===== config.mk =====
export PLATFORM = sky130hd
export DESIGN_NAME = dual_digit_display_multiplexer
export DESIGN_NICKNAME = d
export VERILOG_FILES = /design/src/rtl/dual_digit_display_multiplexer.sv
export SDC_FILE = /design/constraint.sdc
export NUM_CORES = 1
export LEC_CHECK = 0
export CAP_MARGIN = 20
export CORE_MARGIN = 1.5
export CORE_UTILIZATION = 25
export CTS_CLUSTER_SIZE = 28
export DETAILED_ROUTE_END_ITERATION = 12
export GPL_TIMING_DRIVEN = 0
export PLACE_DENSITY_LB_ADDON = 0.2
export REMOVE_ABC_BUFFERS = 1
export SLEW_MARGIN = 30
export SYNTH_ARGS = -nofsm -noshare
export SYNTH_HDL_FRONTEND = slang
export SYNTH_SLANG_ARGS = --single-unit

===== constraint.sdc =====
create_clock -name clk -period 7.79 [get_ports clk]
set_input_delay 1.558 -clock clk [delete_from_list [all_inputs] [get_ports clk]]
set_output_delay 1.558 -clock clk [all_outputs]
set_load 0.01 [all_outputs]

===== src/rtl/dual_digit_display_multiplexer.sv =====
// ---------------------------------------------------------------------------
// dual_digit_display_multiplexer
//
// Time-multiplexes two 7-segment digits that share one segment bus. The left
// digit shows the previous key and the right digit shows the newest key. Each
// digit is lit for REFRESH_CYCLES clocks. Between show phases there are
// BLANK_CYCLES clocks of all-off dead time, which avoids ghosting while the
// anode drivers switch. The fixed cycle is:
//   BLANK_L -> SHOW_L -> BLANK_R -> SHOW_R -> BLANK_L ...
//
// A key code is {row[3:0], col[3:0]}, where each nibble is one-hot. Any code
// whose nibbles are not both one-hot decodes to a blank digit.
//
// Parameters
//   REFRESH_CYCLES  clocks each digit is lit per show phase (>= 2)
//   BLANK_CYCLES    clocks of dead time between show phases (>= 1)
//
// Ports
//   clk                     system clock, rising-edge active
//   reset                   synchronous, active-low reset
//   most_recent_key         newest key code, shown on the right digit
//   second_most_recent_key  previous key code, shown on the left digit
//   segments                active-low segment drive, bit0 = a .. bit6 = g
//   anode_enable            active-low digit enables, bit1 = left, bit0 = right
// ---------------------------------------------------------------------------
module dual_digit_display_multiplexer #(
    parameter int unsigned REFRESH_CYCLES = 24000,
    parameter int unsigned BLANK_CYCLES   = 240
) (
    input  logic       clk,
    input  logic       reset,
    input  logic [7:0] most_recent_key,
    input  logic [7:0] second_most_recent_key,
    output logic [6:0] segments,
    output logic [1:0] anode_enable
);

    // The counter is sized to hold the longer phase's final count.
    localparam int unsigned MaxCycles = (REFRESH_CYCLES > BLANK_CYCLES) ?
                                        REFRESH_CYCLES : BLANK_CYCLES;
    localparam int unsigned CntWidth  = (MaxCycles > 1) ? $clog2(MaxCycles) : 1;

    localparam logic [CntWidth-1:0] RefreshLast = CntWidth'(REFRESH_CYCLES - 1);
    localparam logic [CntWidth-1:0] BlankLast   = CntWidth'(BLANK_CYCLES - 1);

    typedef enum logic [1:0] {
        StBlankL,
        StShowL,
        StBlankR,
        StShowR
    } state_e;

    // -----------------------------------------------------------------------
    // Decode helpers
    // -----------------------------------------------------------------------

    // Returns {valid, hex}. Only the 16 codes with both nibbles one-hot are
    // valid, so the case items also reject every malformed code.
    function automatic logic [4:0] key_to_hex(input logic [7:0] key);
        logic [4:0] result;
        result = 5'h00;
        case (key)
            8'h11:   result = {1'b1, 4'hE};
            8'h12:   result = {1'b1, 4'h2};
            8'h14:   result = {1'b1, 4'h3};
            8'h18:   result = {1'b1, 4'hA};
            8'h21:   result = {1'b1, 4'h4};
            8'h22:   result = {1'b1, 4'h5};
            8'h24:   result = {1'b1, 4'h6};
            8'h28:   result = {1'b1, 4'hB};
            8'h41:   result = {1'b1, 4'h7};
            8'h42:   result = {1'b1, 4'h8};
            8'h44:   result = {1'b1, 4'h9};
            8'h48:   result = {1'b1, 4'hC};
            8'h81:   result = {1'b1, 4'hF};
            8'h82:   result = {1'b1, 4'h1};
            8'h84:   result = {1'b1, 4'h0};
            8'h88:   result = {1'b1, 4'hD};
            default: result = 5'h00;
        endcase
        return result;
    endfunction

    // Active-high gfedcba pattern for a hex digit.
    function automatic logic [6:0] hex_to_seg(input logic [3:0] hex);
        logic [6:0] seg;
        seg = 7'h00;
        case (hex)
            4'h0:    seg = 7'h3F;
            4'h1:    seg = 7'h06;
            4'h2:    seg = 7'h5B;
            4'h3:    seg = 7'h4F;
            4'h4:    seg = 7'h66;
            4'h5:    seg = 7'h6D;
            4'h6:    seg = 7'h7D;
            4'h7:    seg = 7'h07;
            4'h8:    seg = 7'h7F;
            4'h9:    seg = 7'h6F;
            4'hA:    seg = 7'h77;
            4'hB:    seg = 7'h7C;
            4'hC:    seg = 7'h39;
            4'hD:    seg = 7'h5E;
            4'hE:    seg = 7'h79;
            4'hF:    seg = 7'h71;
            default: seg = 7'h00;
        endcase
        return seg;
    endfunction

    // Active-high lit pattern for a key code; all zeros means blank.
    function automatic logic [6:0] key_to_lit(input logic [7:0] key);
        logic [4:0] vh;
        vh = key_to_hex(key);
        return vh[4] ? hex_to_seg(vh[3:0]) : 7'h00;
    endfunction

    // -----------------------------------------------------------------------
    // State
    // -----------------------------------------------------------------------

    state_e              state_q, state_d;
    logic [CntWidth-1:0] cnt_q, cnt_d;

    // Snapshots and output registers are held active-high, so that the
    // all-zero value means "dark". The output pins are their inversion.
    // Because of this, a register that has never been written also reads as
    // anodes off and segments off, rather than as both digits enabled.
    logic [6:0] snap_l_q, snap_l_d;
    logic [6:0] snap_r_q, snap_r_d;
    logic [6:0] seg_on_q, seg_on_d;
    logic [1:0] anode_on_q, anode_on_d;

    logic       phase_done;
    logic [6:0] lit_left;
    logic [6:0] lit_right;

    assign lit_left  = key_to_lit(second_most_recent_key);
    assign lit_right = key_to_lit(most_recent_key);

    // -----------------------------------------------------------------------
    // Process 1: state, counter, snapshot and output registers
    // -----------------------------------------------------------------------
    always_ff @(posedge clk) begin
        if (!reset) begin
            state_q    <= StBlankL;
            cnt_q      <= '0;
            snap_l_q   <= 7'h00;
            snap_r_q   <= 7'h00;
            seg_on_q   <= 7'h00;
            anode_on_q <= 2'b00;
        end else begin
            state_q    <= state_d;
            cnt_q      <= cnt_d;
            snap_l_q   <= snap_l_d;
            snap_r_q   <= snap_r_d;
            seg_on_q   <= seg_on_d;
            anode_on_q <= anode_on_d;
        end
    end

    // -----------------------------------------------------------------------
    // Process 2: next state, phase counter and snapshots
    // -----------------------------------------------------------------------
    always_comb begin
        state_d  = state_q;
        cnt_d    = cnt_q + CntWidth'(1);
        snap_l_d = snap_l_q;
        snap_r_d = snap_r_q;

        unique case (state_q)
            StShowL, StShowR: phase_done = (cnt_q == RefreshLast);
            default:          phase_done = (cnt_q == BlankLast);
        endcase

        if (phase_done) begin
            cnt_d = '0;
            unique case (state_q)
                StBlankL: begin
                    state_d  = StShowL;
                    // Capture the key on the entry edge and hold it for the
                    // whole show phase.
                    snap_l_d = lit_left;
                end
                StShowL:  state_d = StBlankR;
                StBlankR: begin
                    state_d  = StShowR;
                    snap_r_d = lit_right;
                end
                default:  state_d = StBlankL;
            endcase
        end
    end

    // -----------------------------------------------------------------------
    // Process 3: outputs
    // The next output values are decoded from the next state. Registering
    // them keeps the pins in step with state_q, and no key input reaches a
    // pin without passing through a flop.
    // -----------------------------------------------------------------------
    always_comb begin
        seg_on_d   = 7'h00;
        anode_on_d = 2'b00;
        unique case (state_d)
            StShowL: begin
                anode_on_d = 2'b10;
                seg_on_d   = snap_l_d;
            end
            StShowR: begin
                anode_on_d = 2'b01;
                seg_on_d   = snap_r_d;
            end
            default: begin
                anode_on_d = 2'b00;
                seg_on_d   = 7'h00;
            end
        endcase
    end

    assign segments     = ~seg_on_q;
    assign anode_enable = ~anode_on_q;

endmodule


==> metrics.txt <==
Placeable Area 12100 um^2; design area 3660 um^2; total setup buffers inserted after CTS 0; Post-Syn Area approximately 3100 um^2; DR iter-0 viols about 170; IO Pins 27; most used cell, CP o21ai_0; DP HPWL 5170 um; DR WL/cell about 13 um; CTS Buffer Depth 2; Final WS setup 3.18 ns; Synth Register Bits 40; Final nets 429; critical path type input port to flip-flop; Tightest Pin Transition between 0.9 and 1 ns; Yosys Warn Count 0; Synth Area in Adders 0.0640; hold slack final around 0.44 ns; vias in the first global route approximately 2600; CTS Sinks 40; detailed-route DRC error count 0; Clock Skew roughly 0.0068 ns; unique cell type count in the Yosys netlist between 60 and 70; ys async rst share 0; RD Place Congestion just under 0.8; first-pass GRT wire length 12700 um; post-synthesis compound-gate area fraction 0.184; Most used DFF post-synth dfxtp_1; Row Count 40; drt via density about 4.8; Final Setup Violations 0; area delta synth->final 17.1%; Static Leakage 1.33 nW; GR met3 Demand/Resource 0.0153; fin crit period 4.61 ns; Root Buffer clkbuf_16; sequential area share after synthesis 0.256; unrepaired setup endpoints after global routing false; largest family of logic cells by synthesized area simple AND/OR/NAND/NOR gates; CTS tree built; placed standard-cell area between 3000 and 4000 um^2; worst slew margin relative to its limit 0.393; via count 2696; drt pass-1 iters 4; Synth area leaders dfxtp_1 26%, ha_1 6.4%, nor2_1 4.4%, xor2_1 3.9%, xnor2_1 3.4%; post-synthesis mux area share 0.0412; Critical Path AT a little under 5 ns; total gr overflow 0; maximum operating frequency around 0.22 GHz; Critical Path Fanout Max 14; final period utilization 0.592; worst skew pair latency around 0.28 ns; Die ar. 13200 um^2; pin count of the biggest net entering global routing 20; Pins Over Slew Limit 0; final hold violation count 0; Syn Area/Cell between 8 and 9 um^2; number of synthesized flops with an enable pin 0; CP Launch Type input port; Die Width ~110 um; TritonCTS Buffers 5; Place WS around 2.9 ns; final wirelength between 7000 and 8000 um; layout cells sized above 1 0.0606; worst endpoint required time between 7 and 8 ns; CTS resizes 0; GR Util met2 0.190; worst hold-check path type flip-flop to flip-flop; Synth top area share 0.256; Power Dens Cells 136 nW/um^2; initial core utilization 0.258; status finished, final reports clean; ant diodes 0; All-Layer GR Usage 0.117; GRT Max-Usage Layer met2; slowest CP cell clkdlybuf4s50_1; H-tree levels 2; slowest cell delay on critical path 0.81 ns; Die Ht between 100 and 150 um; largest area contributor in the netlist dfxtp_1; Syn Inst Count 385; most frequent cell after synthesis dfxtp_1; Synth Area in XOR/XNOR 0.0728; PortBufs 26; crit-path cells clkdlybuf4s50_1 -> nor2b_1 -> a32o_1 -> a21oi_1 -> o21ai_0 -> inv_1 -> ha_1 -> or3_1 -> o211a_1 -> o21ai_0 -> o2bb2ai_1; max cap viols 0; dpl cells ~560; flop-to-flop setup slack between 5 and 6 ns; Worst setup EP type flip-flop; Commonest cells post-synth 40 x dfxtp_1, 37 x nor2_1, 24 x inv_1; hold buffers post-CTS 0; initial antenna violation count 0; setup_tns 0 ns; DRT antenna net count 0; area share of and/or/nand/nor cells after synthesis 0.321; worst-case vdd ir drop between 0.1 and 0.15 mV; Clock transition at path regs ~0.060 ns; Layout Cells excl Fill around 560; met1 Use GR 0.161
critical path: cells and delay by family:
| kind | cells | cell delay [ns] |
|---|---|---|
| fa+ha+maj | 1 | 0.27 |
| compound gates | 6 | 1.31 |
| simple gates | 2 | 0.64 |
| buf+inv | 2 | 1.03 |
per-stage QoR:
stage | utilization | power, W
after floorplan | - | 0.000242
after global placement | 0.289 | 0.000271
after detailed placement | 0.289 | 0.000271
after CTS | 0.303 | 0.000505
after global routing | 0.303 | 0.000523
final | 0.303 | 0.000499
placed cells by master, fill, tap and decap left out, types with 12 or more instances in the layout:
cell	n
ha_1	16
clkdlybuf4s50_1	26
nand3_1	15
nand2_1	21
inv_1	24
o21ai_0	15
nor2_1	37
xnor2_1	12
dfxtp_1	40
xor2_1	14
nor2b_1	14
flip-flops by register name, summed over array words and instances, names as in the netlist:
signal and flops:
seg_on_q 7, snap_l_q 7, snap_r_q 7, anode_on_q 2, cnt_q 15, state_q 2
kinds of logic after synthesis:
kind of cell             count (synthesis)
buffers and inverters                   47
AND/OR/NAND/NOR                        169
flip-flops                              40
multiplexers                            12
AO/OA/AOI/OAI                           75
adder cells (fa/ha/maj)                 16
XOR/XNOR                                26
final cells by class:
cell class	count	area [um^2]
Fill cell	1308	8450
Multi-Input combinational cell	298	2140
Sequential cell	40	801
Timing Repair Buffer	26	260
Tap cell	168	210
Clock buffer	5	125
Inverter	24	90.1
Clock inverter	3	42.5
per-layer routing:
metal,vias up,part of all wire
met4,0,0.014
met3,6,0.032
met1,1239,0.48
li1,1397,-
met2,54,0.48
met5,-,0
path summary, 6_finish.rpt:
kind,start,to,depth (start not counted)
worst max-delay path,second_most_recent_key[5],seg_on_q[0]$_SDFF_PN0_,11
worst min-delay path,cnt_q[0]$_SDFF_PP0_,cnt_q[0]$_SDFF_PP0_,1
worst max register to register,cnt_q[10]$_SDFF_PP0_,seg_on_q[2]$_SDFF_PN0_,7
worst min register to register,cnt_q[0]$_SDFF_PP0_,cnt_q[0]$_SDFF_PP0_,1
where the power goes:
group          switching [W]  total [W]  internal (W)
sequential       0.000000761   0.000207      0.000206
clock              0.0000813   0.000232      0.000150
combinational      0.0000354  0.0000604     0.0000250
total               0.000117   0.000499      0.000381
Note: power is estimated with default switching activity, not from simulation.
